--- config.mk ---
export PLATFORM = sky130hd
export DESIGN_NAME = ifid_pipe_reg_flat
export DESIGN_NICKNAME = d
export VERILOG_FILES = /design/src/rtl/ifid_pipe_reg_if.sv /design/src/rtl/ifid_pipe_reg.sv /design/src/flat_wrapper.sv
export SDC_FILE = /design/constraint.sdc
export NUM_CORES = 1
export LEC_CHECK = 0
export ABC_CLOCK_PERIOD_IN_PS = 2800
export CAP_MARGIN = 20
export CELL_PAD_IN_SITES_DETAIL_PLACEMENT = 1
export CELL_PAD_IN_SITES_GLOBAL_PLACEMENT = 1
export CORE_ASPECT_RATIO = 0.5
export CORE_UTILIZATION = 43
export DETAILED_ROUTE_END_ITERATION = 10
export PLACE_DENSITY_LB_ADDON = 0.1
export SLEW_MARGIN = 5
export SYNTH_ARGS = -nofsm -noshare
export SYNTH_HDL_FRONTEND = slang
export SYNTH_SLANG_ARGS = --single-unit
--- constraint.sdc ---
create_clock -name clk -period 2.8 [get_ports clk]
set_input_delay 0.28 -clock clk [delete_from_list [all_inputs] [get_ports clk]]
set_output_delay 0.28 -clock clk [all_outputs]
set_load 0.1 [all_outputs]
--- src/rtl/ifid_pipe_reg_if.sv ---
// IF/ID beat interface: carries the fetch-side (in_*) and decode-side (out_*)
// handshakes of the IF/ID pipeline stage register.
// master = the environment around the stage (fetch drives in_*, decode drives out_ready).
// slave  = the stage itself.
interface ifid_pipe_reg_if #(
    parameter int ADDR_W  = 32,
    parameter int INSTR_W = 32,
    parameter int LANES   = 1
);
    // Upstream (fetch -> stage)
    logic                       in_valid;
    logic                       in_ready;
    logic [LANES*ADDR_W-1:0]    in_addr;
    logic [LANES*INSTR_W-1:0]   in_instr;
    logic [LANES-1:0]           in_lane_vld;

    // Downstream (stage -> decode)
    logic                       out_valid;
    logic                       out_ready;
    logic [LANES*ADDR_W-1:0]    out_addr;
    logic [LANES*INSTR_W-1:0]   out_instr;
    logic [LANES-1:0]           out_lane_vld;

    modport master (
        output in_valid, in_addr, in_instr, in_lane_vld, out_ready,
        input  in_ready, out_valid, out_addr, out_instr, out_lane_vld
    );

    modport slave (
        input  in_valid, in_addr, in_instr, in_lane_vld, out_ready,
        output in_ready, out_valid, out_addr, out_instr, out_lane_vld
    );
endinterface

--- src/rtl/ifid_pipe_reg.sv ---
// IF/ID pipeline stage register with LANES fetch lanes, valid/ready handshake
// and a 2-entry (head + skid) buffer. in_ready is registered so the upstream
// handshake never sees a combinational path from decode, hold or flush.
// Optional statistics counters are built when IFID_PIPE_STATS_EN is defined.
module ifid_pipe_reg #(
    parameter int                  ADDR_W  = 32,
    parameter int                  INSTR_W = 32,
    parameter int                  LANES   = 1,
    parameter logic [INSTR_W-1:0]  NOP     = '0,
    parameter int                  CNT_W   = 16
) (
    input  logic                clk,
    input  logic                rst_n,
    input  logic                flush,
    input  logic                hold,
    ifid_pipe_reg_if.slave      bus
`ifdef IFID_PIPE_STATS_EN
    ,
    output logic [CNT_W-1:0]    stat_stall_cnt,
    output logic [CNT_W-1:0]    stat_flush_cnt
`endif
);

    localparam int AW = LANES * ADDR_W;
    localparam int IW = LANES * INSTR_W;

    // Reject configurations the datapath was not built for.
    if (LANES < 1 || LANES > 4) begin : g_bad_lanes
        $error("ifid_pipe_reg: LANES must be in 1..4");
    end
    if (CNT_W < 1) begin : g_bad_cnt_w
        $error("ifid_pipe_reg: CNT_W must be at least 1");
    end

    typedef enum logic [1:0] {
        EMPTY = 2'd0,
        ONE   = 2'd1,
        TWO   = 2'd2
    } state_t;

    state_t             state_reg, state_next;
    logic               in_ready_reg, in_ready_next;

    logic [AW-1:0]      head_addr_reg;
    logic [IW-1:0]      head_instr_reg;
    logic [LANES-1:0]   head_lane_reg;
    logic [AW-1:0]      skid_addr_reg;
    logic [IW-1:0]      skid_instr_reg;
    logic [LANES-1:0]   skid_lane_reg;

    logic               acc;
    logic               deq;
    logic               out_valid_w;
    logic               head_load_in;
    logic               head_load_skid;
    logic               skid_load;

    assign out_valid_w = (state_reg != EMPTY);
    assign acc         = bus.in_valid & in_ready_reg;
    assign deq         = out_valid_w & bus.out_ready & ~hold;

    // Next-state and buffer-load decisions; flush wins over everything.
    always_comb begin
        state_next     = state_reg;
        head_load_in   = 1'b0;
        head_load_skid = 1'b0;
        skid_load      = 1'b0;
        if (flush) begin
            state_next = EMPTY;
        end else begin
            unique case (state_reg)
                EMPTY: begin
                    if (acc) begin
                        state_next   = ONE;
                        head_load_in = 1'b1;
                    end
                end
                ONE: begin
                    if (acc && deq) begin
                        head_load_in = 1'b1;
                    end else if (acc) begin
                        state_next = TWO;
                        skid_load  = 1'b1;
                    end else if (deq) begin
                        state_next = EMPTY;
                    end
                end
                TWO: begin
                    // in_ready is low here, so no upstream beat can arrive.
                    if (deq) begin
                        state_next     = ONE;
                        head_load_skid = 1'b1;
                    end
                end
                default: begin
                    state_next = EMPTY;
                end
            endcase
        end
        in_ready_next = (state_next != TWO);
    end

    // State and registered in_ready; in_ready is low while in reset.
    always_ff @(posedge clk or negedge rst_n) begin
        if (!rst_n) begin
            state_reg    <= EMPTY;
            in_ready_reg <= 1'b0;
        end else begin
            state_reg    <= state_next;
            in_ready_reg <= in_ready_next;
        end
    end

    // Head register: loads from upstream or from the skid slot. The address
    // is kept when the stage empties so decode still sees the last PC.
    always_ff @(posedge clk or negedge rst_n) begin
        if (!rst_n) begin
            head_addr_reg  <= '0;
            head_instr_reg <= '0;
            head_lane_reg  <= '0;
        end else if (head_load_in) begin
            head_addr_reg  <= bus.in_addr;
            head_instr_reg <= bus.in_instr;
            head_lane_reg  <= bus.in_lane_vld;
        end else if (head_load_skid) begin
            head_addr_reg  <= skid_addr_reg;
            head_instr_reg <= skid_instr_reg;
            head_lane_reg  <= skid_lane_reg;
        end
    end

    // Skid register: captures the beat that arrives while the head is stalled.
    always_ff @(posedge clk or negedge rst_n) begin
        if (!rst_n) begin
            skid_addr_reg  <= '0;
            skid_instr_reg <= '0;
            skid_lane_reg  <= '0;
        end else if (skid_load) begin
            skid_addr_reg  <= bus.in_addr;
            skid_instr_reg <= bus.in_instr;
            skid_lane_reg  <= bus.in_lane_vld;
        end
    end

    assign bus.in_ready     = in_ready_reg;
    assign bus.out_valid    = out_valid_w;
    assign bus.out_addr     = head_addr_reg;
    assign bus.out_lane_vld = out_valid_w ? head_lane_reg : '0;

    // Each lane shows NOP whenever the stage holds no beat (reset, flush, drained).
    for (genvar gi = 0; gi < LANES; gi++) begin : g_lane
        assign bus.out_instr[gi*INSTR_W +: INSTR_W] =
            out_valid_w ? head_instr_reg[gi*INSTR_W +: INSTR_W] : NOP;
    end

`ifdef IFID_PIPE_STATS_EN
    logic [CNT_W-1:0] stall_cnt_reg;
    logic [CNT_W-1:0] flush_cnt_reg;
    logic             stall_evt;
    logic             flush_evt;

    assign stall_evt = out_valid_w & (hold | ~bus.out_ready) & ~flush;
    assign flush_evt = flush & (state_reg != EMPTY);

    // Saturating event counters: stalled cycles and flushes that squash beats.
    always_ff @(posedge clk or negedge rst_n) begin
        if (!rst_n) begin
            stall_cnt_reg <= '0;
            flush_cnt_reg <= '0;
        end else begin
            if (stall_evt && (stall_cnt_reg != {CNT_W{1'b1}})) begin
                stall_cnt_reg <= stall_cnt_reg + 1'b1;
            end
            if (flush_evt && (flush_cnt_reg != {CNT_W{1'b1}})) begin
                flush_cnt_reg <= flush_cnt_reg + 1'b1;
            end
        end
    end

    assign stat_stall_cnt = stall_cnt_reg;
    assign stat_flush_cnt = flush_cnt_reg;
`endif

endmodule
--- src/flat_wrapper.sv ---
// flat-port wrapper written by rule: the top's interface ports become plain ports
module ifid_pipe_reg_flat 
#(
    parameter int                  ADDR_W  = 32,
    parameter int                  INSTR_W = 32,
    parameter int                  LANES   = 1,
    parameter logic [INSTR_W-1:0]  NOP     = '0,
    parameter int                  CNT_W   = 16
)
  (clk, rst_n, flush, hold, bus_in_valid, bus_in_addr, bus_in_instr, bus_in_lane_vld, bus_out_ready, bus_in_ready, bus_out_valid, bus_out_addr, bus_out_instr, bus_out_lane_vld);
  ifid_pipe_reg_if #(.ADDR_W(ADDR_W), .INSTR_W(INSTR_W), .LANES(LANES)) bus_i ();
  input  logic clk;
  input  logic rst_n;
  input  logic flush;
  input  logic hold;
  input wire logic [$bits(bus_i.in_valid)-1:0] bus_in_valid;
  input wire logic [$bits(bus_i.in_addr)-1:0] bus_in_addr;
  input wire logic [$bits(bus_i.in_instr)-1:0] bus_in_instr;
  input wire logic [$bits(bus_i.in_lane_vld)-1:0] bus_in_lane_vld;
  input wire logic [$bits(bus_i.out_ready)-1:0] bus_out_ready;
  output wire logic [$bits(bus_i.in_ready)-1:0] bus_in_ready;
  output wire logic [$bits(bus_i.out_valid)-1:0] bus_out_valid;
  output wire logic [$bits(bus_i.out_addr)-1:0] bus_out_addr;
  output wire logic [$bits(bus_i.out_instr)-1:0] bus_out_instr;
  output wire logic [$bits(bus_i.out_lane_vld)-1:0] bus_out_lane_vld;
  assign bus_i.in_valid = bus_in_valid;
  assign bus_i.in_addr = bus_in_addr;
  assign bus_i.in_instr = bus_in_instr;
  assign bus_i.in_lane_vld = bus_in_lane_vld;
  assign bus_i.out_ready = bus_out_ready;
  assign bus_in_ready = bus_i.in_ready;
  assign bus_out_valid = bus_i.out_valid;
  assign bus_out_addr = bus_i.out_addr;
  assign bus_out_instr = bus_i.out_instr;
  assign bus_out_lane_vld = bus_i.out_lane_vld;
  ifid_pipe_reg #(.ADDR_W(ADDR_W), .INSTR_W(INSTR_W), .LANES(LANES), .NOP(NOP), .CNT_W(CNT_W)) u_core (.clk(clk), .rst_n(rst_n), .flush(flush), .hold(hold), .bus(bus_i));
endmodule
* After elaboration in Yosys (flattened, before gate mapping)
Cells that the tools add are included.
** Storage, ports and cells
- Register bits after elaboration :: 133
- Input bits :: 71
- Output and inout port bits :: 67
- Logic and storage cells :: 44
** Cells by class
- Bitwise gates (word level) :: 4
- Reductions and logical operators :: 4
- Eq/ne operators :: 3
- Multiplexer cells :: 25
** Operators by type and width (count)
- $mux W32 :: 5
- $mux W1 :: 12
- $mux W2 :: 6
- $pmux W2 S3 :: 1
- $reduce_bool A2 Y1 :: 2
- $and A1 B1 Y1 :: 3
- $eq A2 B1 Y1 const B :: 1
- $eq A2 B2 Y1 const B :: 1
- $logic_not A2 Y1 :: 1
- $ne A2 B2 Y1 const B :: 1
- $pmux W1 S2 :: 1
- $logic_and A1 B1 Y1 :: 1
- $not A1 Y1 :: 1

* Longest topological paths before layout
Gate-level depths: netlist (run 1).
- Depth after elaboration :: 9
- Depth in mapped cells :: 7
- Mapped depth without buffers :: 4

* Least setup slack after synthesis (run 1)
Ideal clock, no wire load.
- Kind :: reg2out
- From :: register u_core.state_reg[0]
- To :: output bus_out_instr[22]
- Buffers on the path :: 2
- Stages on the path, launching flop included :: 5
- Slack :: 0.369 ns
- Arrival time :: 2.151 ns
- Data required time :: 2.520 ns
- Cell sequence :: dfrtp_1 clkbuf_1 nor2_1 clkbuf_1 nor2_1
** On the way
- Cells in the longest elaborated chain, start to end :: 2
** RTL lines
- from (decl) :: line ifid_pipe_reg.sv:41 : state_t state_reg, state_next;
- from (signal assigned) :: line ifid_pipe_reg.sv:109 : state_reg <= state_next;
- $reduce_bool A2 Y1 :: line ifid_pipe_reg.sv:58 : assign out_valid_w = (state_reg != EMPTY);
- $mux W32 :: line ifid_pipe_reg.sv:153 : out_valid_w ? head_instr_reg[gi*INSTR_W +: INSTR_W] : NOP;
- to (decl) :: line flat_wrapper.sv:24 : output wire logic [$bits(bus_i.out_instr)-1:0] bus_out_instr;
No other way between the ends.

* Worst setup path after layout (run 1)
- From :: register u_core.state_reg[0]
- To :: output bus_out_instr[26]
Same word-level chain as after synthesis.

==> impl_metrics.tcl, run 1 <==
set metrics [dict create \
    outcome "completed" \
    synth_area_um2 5920 \
    switching_share_pct 45.1 \
    power.switching_w 0.00444 \
    h-tree-depth 4 \
    num_io_pins 138 \
    whs_ns 0.291 \
    drt_iter0_markers 153 \
    crit_type "reg2out" \
    die_width_um 168 \
    synth_top_family_by_area "multiplexers" \
    detail-route-antenna-nets 0 \
    rows 29 \
    dieArea_um2 14300 \
    drv_cap 0 \
    skew_ns 0.0116 \
    synth_compound_area_share_pct 7.78 \
    fin_nets 688 \
    synth_fa_ha_area_share_pct 0 \
    cts-root-buf "clkbuf_16" \
    syn_nets 552 \
    gp_congestion 0.761 \
    mostFrequentLayoutCells "dfrtp_1, buf_4, clkdlybuf4s50_1" \
    synthXorXnorAreaFrac_pct 0 \
    syn_inst 481 \
    stdcell_count 799 \
    via_per_inst 5.10 \
    p_comb_share_pct 43.5 \
    crit_arrival_ns 1.82 \
    drc 0 \
    endpoint_kind "output port" \
    wl_per_cell_um 17.9 \
    grt_pass1_wl_um 23600 \
    io_buffers 137 \
    clock.fmax_mhz 476 \
    fin_crit_sh_pct 75.0 \
    worst_slew_pin_slew_ns 0.580 \
    clock_latency_ns 0.41 \
    grt_use_total_pct 21.6 \
    hold_violations 0 \
    slew_violations 0 \
    power_frac_clock_pct 24.9 \
    antenna_cells 0 \
    ctsLongestPathBuffers 2 \
    dr.pass1.iters 4 \
    irDropWorstVdd_mv 0.767 \
    cts_tree "built" \
    power.share.sequential_pct 31.6 \
    yosys.area_share.simple_pct 3.57 \
    critPathMaxFanout 34 \
    period_needed_ns 2.10 \
    synth.distinct_cells 25 \
    clk_pin_slew_worst_paths_ns 0.06 \
    worstSetupStartpointType "flip-flop" \
    yosysWarnings 0 \
    post-cts-setup-buffers 0 \
    power.density_nw_per_um2 1250 \
    muxShareOfSynthArea_pct 23.4 \
    grt_max_degree 67 \
    rsz0062_at_grt "no" \
    setup_viol 0 \
    floorplan.initialDensity_pct 45.4 \
    dp_hpwl_um 8790 \
    wl_um 14300 \
    yosysSeqAreaShare_pct 56.2 \
    layout_commonest_cell "dfrtp_1" \
    cellLeakagePower_nw 3.63 \
    synth-seq-cells 133 \
    clock-sinks 133 \
    antenna_found_initial 0 \
    via_count 4076 \
    p_int_w 0.00540 \
    coreArea_um2 13000 \
    worstPathRequired_ns 2.52 \
    grt-ovfl-total 0 \
    grt_pass1_vias 4564 \
    layout-drive-gt1-share_pct 20.7 \
    dp_cells 767 \
    syn_to_final_growth_pct 33.2 \
    slew-limit-headroom_pct 61.3 \
    totalNegativeSetupSlack_ns 0 \
    cts_buffers 17 \
    hold_class "in2async" \
    die_h_um 85.0 \
    avgSynthCellArea_um2 12.3 \
]
[cell families (layout without fill, tap and decap cells)]
logic type,count (synthesis),count (layout)
AO/OA/AOI/OAI,72,72
multiplexers,130,130
AND/OR/NAND/NOR,48,48
flip-flops,133,133
buffers and inverters,98,246
[worst max-delay path, stage by stage, from the launching register on]
cell and delay [ns]:
dfrtp_1 0.51, nor2_2 0.12, buf_4 0.39, nor2_1 0.12
buf_4 0.26
[stage by stage]
stage / utilization, % / area [µm²] / setup WS, ns / total power (W)
3_5_place_dp: 55.5 / 7220 / 0.555 / 0.00741
5_1_grt: 60.5 / 7880 / 0.572 / 0.0103
6_report: 60.5 / 7880 / 0.701 / 0.00984
2_1_floorplan: - / 5920 / 0.369 / 0.00639
3_3_place_gp: 55.5 / 7220 / 0.625 / 0.00729
4_1_cts: 60.5 / 7880 / 0.672 / 0.00993
[cell usage after synthesis]
cell type  instances  share of area [%]
a21oi_1            2               0.17
mux2_2            15                2.9
nor2_1            37                2.3
clkbuf_1           5               0.32
a21o_1             2               0.25
buf_2              9               0.76
o21bai_1           1               0.13
dfrtp_1          133                 56
or3_1              1               0.11
nor3_1             1              0.084
o22ai_1           65                6.9
nor2b_1            2               0.21
buf_4              6               0.76
nand3_1            1              0.084
a21oi_2            1               0.15
nand3b_4           1               0.34
nand2_1            3               0.19
mux2_1            50                9.5
inv_1             66                4.2
and3_1             1               0.11
nand2b_1           1               0.11
mux2i_1           65                 11
a211oi_2           1               0.21
buf_12             5                1.7
buf_6              7                1.3
[timing repair]
action | in CTS | in global routing
endpoints found under the hold margin | 24 | 0
gates resized for setup | 0 | 0
hold buffers | 1 | 0
[worst paths after layout]
| kind | slack [ns] | startpoint | to | depth (start not counted) |
|---|---|---|---|---|
| worst max-delay path | 0.70 | u_core.state_reg[0] | bus_out_instr[26] | 4 |
| worst min-delay path | 0.29 | rst_n | u_core.skid_addr_reg[11] | 2 |
| worst max register to register | 0.86 | u_core.state_reg[1] | u_core.skid_instr_reg[14] | 5 |
| worst min register to register | 0.49 | u_core.skid_instr_reg[6] | u_core.skid_instr_reg[6] | 1 |
| max in group asynchronous | 1.64 | rst_n | u_core.skid_instr_reg[6] | 3 |
| min in group clk | 0.49 | u_core.skid_instr_reg[6] | u_core.skid_instr_reg[6] | 1 |
[layer usage]
metal	global-route usage (%)	share of wire, %
met5	0	0
met3	6.06	5.1
met4	6.59	0.87
met2	38.3	50
met1	25.7	44
[power by group through the flow]
stage / sequential (W) / clock (W) / combinational [W]
3_5_place_dp: 0.00312 / 0 / 0.00429
2_1_floorplan: 0.00466 / 0 / 0.00173
6_report: 0.00311 / 0.00245 / 0.00428
5_1_grt: 0.00320 / 0.00258 / 0.00451
4_1_cts: 0.00311 / 0.00250 / 0.00433
3_3_place_gp: 0.00307 / 0 / 0.00421
[area by class of cell]
class	count	area, µm²
Clock buffer	19	443
Clock inverter	12	204
Fill cell	1336	5140
Inverter	66	248
Multi-Input combinational cell	250	2090
Sequential cell	133	3330
Tap cell	170	213
Timing Repair Buffer	149	1360
(Power assumes the default switching activity.)
==> inputs of run 2 (changes only) <==
--- a/config.mk
+++ b/config.mk
@@ -5,12 +5,12 @@
 export SDC_FILE = /design/constraint.sdc
 export NUM_CORES = 1
 export LEC_CHECK = 0
-export ABC_CLOCK_PERIOD_IN_PS = 2800
+export ABC_CLOCK_PERIOD_IN_PS = 2100
 export CAP_MARGIN = 20
 export CELL_PAD_IN_SITES_DETAIL_PLACEMENT = 1
 export CELL_PAD_IN_SITES_GLOBAL_PLACEMENT = 1
 export CORE_ASPECT_RATIO = 0.5
-export CORE_UTILIZATION = 43
+export CORE_UTILIZATION = 40
 export DETAILED_ROUTE_END_ITERATION = 10
 export PLACE_DENSITY_LB_ADDON = 0.1
 export SLEW_MARGIN = 5
==> constraint.sdc (replaced) <==
create_clock -name clk -period 2.1 [get_ports clk]
set_input_delay 0.21 -clock clk [delete_from_list [all_inputs] [get_ports clk]]
set_output_delay 0.21 -clock clk [all_outputs]
set_load 0.1 [all_outputs]
==> run 2 against run 1 <==
Via count grew 1.0%; sequential power rose by 34%; combinational power is 42% higher; clock power increased by 15%; clock skew down 0.0024 ns; first-iteration DRC count is 46% lower; count of clock-buffer cells in the layout is 2 lower; global-route usage shrank 1.1 points; total power is 33% higher; sequential share of layout area is 2.3 points lower; largest cell class unchanged; largest power group unchanged; highest routed layer unchanged.
==> impl_metrics.tcl, run 2 (same netlist as run 1, synthesis figures left out) <==
set metrics [dict create \
    crit_type "reg2out" \
    drv_cap 0 \
    clock_latency_ns 0.41 \
    dr.pass1.iters 4 \
    hold_violations 0 \
    fillers 1423 \
    layout_commonest_cell "dfrtp_1" \
    mostFrequentLayoutCells "dfrtp_1, clkdlybuf4s50_1, inv_1" \
    antenna_cells 0 \
    dpl-instance-area_um2 7770 \
    via_count 4117 \
    syn_to_final_growth_pct 40.9 \
    switching_share_pct 46.3 \
    worstSetupStartpointType "flip-flop" \
    irDropWorstVdd_mv 0.943 \
    stdcell_count 829 \
    crit_arrival_ns 1.74 \
    period_needed_ns 1.95 \
    rows 30 \
    coreArea_um2 14000 \
    p_comb_share_pct 46.6 \
    r2r_end "u_core.bus.out_addr[30]" \
    fin_crit_sh_pct 92.8 \
    grt-ovfl-total 0 \
    cellLeakagePower_nw 3.73 \
    dieArea_um2 15300 \
    reg2reg_slack_ns 0.34 \
    h-tree-depth 4 \
    regArea_um2 3330 \
    die_h_um 88.0 \
    postCtsHoldBufs 1 \
    drt_iter0_markers 82 \
    setup_viol 0 \
    clock-sinks 133 \
    critPathMaxFanout 34 \
    power.density_nw_per_um2 1570 \
    hold_class "in2async" \
    outcome "completed" \
    drc 0 \
    regToRegStartpoint "u_core.state_reg[0]" \
    cts_resized 0 \
    post-cts-setup-buffers 0 \
    dp_cells 796 \
    power.switching_w 0.00604 \
    grt_use_total_pct 20.5 \
    num_io_pins 138 \
    io_buffers 137 \
    gp_congestion 0.760 \
    die_width_um 174 \
    detail-route-antenna-nets 0 \
    rsz0062_at_grt "no" \
    cts-root-buf "clkbuf_16" \
    grt_pass1_wl_um 23900 \
    clock.fmax_mhz 513 \
    grt_pass1_vias 4522 \
    layout-drive-gt1-share_pct 21.8 \
    antenna_found_initial 0 \
    ctsLongestPathBuffers 2 \
    via_per_inst 4.97 \
    slew_violations 0 \
    dp_hpwl_um 9580 \
    worstPathRequired_ns 1.89 \
    multi_input_area_um2 2090 \
    endpoint_kind "output port" \
    r2r_cells 5 \
    wl_um 14600 \
    grt_max_degree 55 \
    power.share.sequential_pct 31.8 \
    slew-limit-headroom_pct 62.5 \
    clk_pin_slew_worst_paths_ns 0.06 \
    cts_tree "built" \
    worst_slew_pin_slew_ns 0.562 \
    fin_area_um2 8340 \
    floorplan.initialDensity_pct 42.3 \
    cts_buffers 17 \
    fin_nets 695 \
    p_int_w 0.00702 \
    skew_ns 0.00913 \
    wl_per_cell_um 17.6 \
    power_frac_clock_pct 21.5 \
]
==> run 2: power groups by stage <==
stage / registers [W] / clock network (W) / logic [W]
3_5_place_dp: 0.00419 / 0 / 0.00613
4_1_cts: 0.00417 / 0.00287 / 0.00615
5_1_grt: 0.00428 / 0.00299 / 0.00638
2_1_floorplan: 0.00621 / 0 / 0.00231
6_report: 0.00416 / 0.00281 / 0.00609
3_3_place_gp: 0.00413 / 0 / 0.00600
==> run 2: layer usage <==
layer | GRT usage [%] | up-vias | part of all wire, % | wire length (µm)
met3 | 4.08 | 17 | 3.1 | 450
li1 | - | 1941 | - | -
met2 | 35.4 | 83 | 50 | 7260
met5 | 0 | - | 0 | 0
met4 | 6.62 | 0 | 1.1 | 165
met1 | 26.3 | 2076 | 46 | 6750
==> run 2: worst max-delay path by stage <==
| stage | start | end | cells after the start |
|---|---|---|---|
| 2_1_floorplan | u_core.state_reg[0] | bus_out_instr[22] | 4 |
| 3_3_place_gp | bus_in_valid | u_core.skid_addr_reg[9] | 7 |
| 3_5_place_dp | hold | u_core.bus.out_addr[30] | 7 |
| 4_1_cts | u_core.state_reg[0] | bus_out_instr[23] | 4 |
| 5_1_grt | u_core.state_reg[0] | bus_out_instr[23] | 4 |
| 6_report | u_core.state_reg[0] | bus_out_instr[23] | 4 |
==> run 2: layout make-up <==
| class | instances | share of cell area [%] |
|---|---|---|
| multi-input cells | 250 | 25.1 |
| repair buffers | 156 | 22.5 |
| well taps | 192 | 2.88 |
| clock buffers | 17 | 5.10 |
| flip-flops and latches | 133 | 39.9 |
| inverters | 66 | 2.97 |
| clock inverters | 15 | 1.58 |
==> run 2: per-stage QoR <==
step	hold WS (ns)	total power, W	util, %	setup TNS (ns)	setup slack [ns]
finish	0.314	0.0131	59.6	0	0.152
global route	0.353	0.0136	59.6	0	0.0837
CTS	0.340	0.0132	59.6	0	0.130
detailed placement	0.216	0.0103	55.5	0	0.0442
global placement	0.212	0.0101	55.5	0	0.133
floorplan	-0.0856	0.00852	-	-7.76	-0.261
==> run 2: worst max-delay path: stages (launching register included) <==
cell and delay, ns:
dfrtp_1 0.59, nor2_4 0.06, buf_12 0.18, nor2_1 0.26
buf_12 0.22
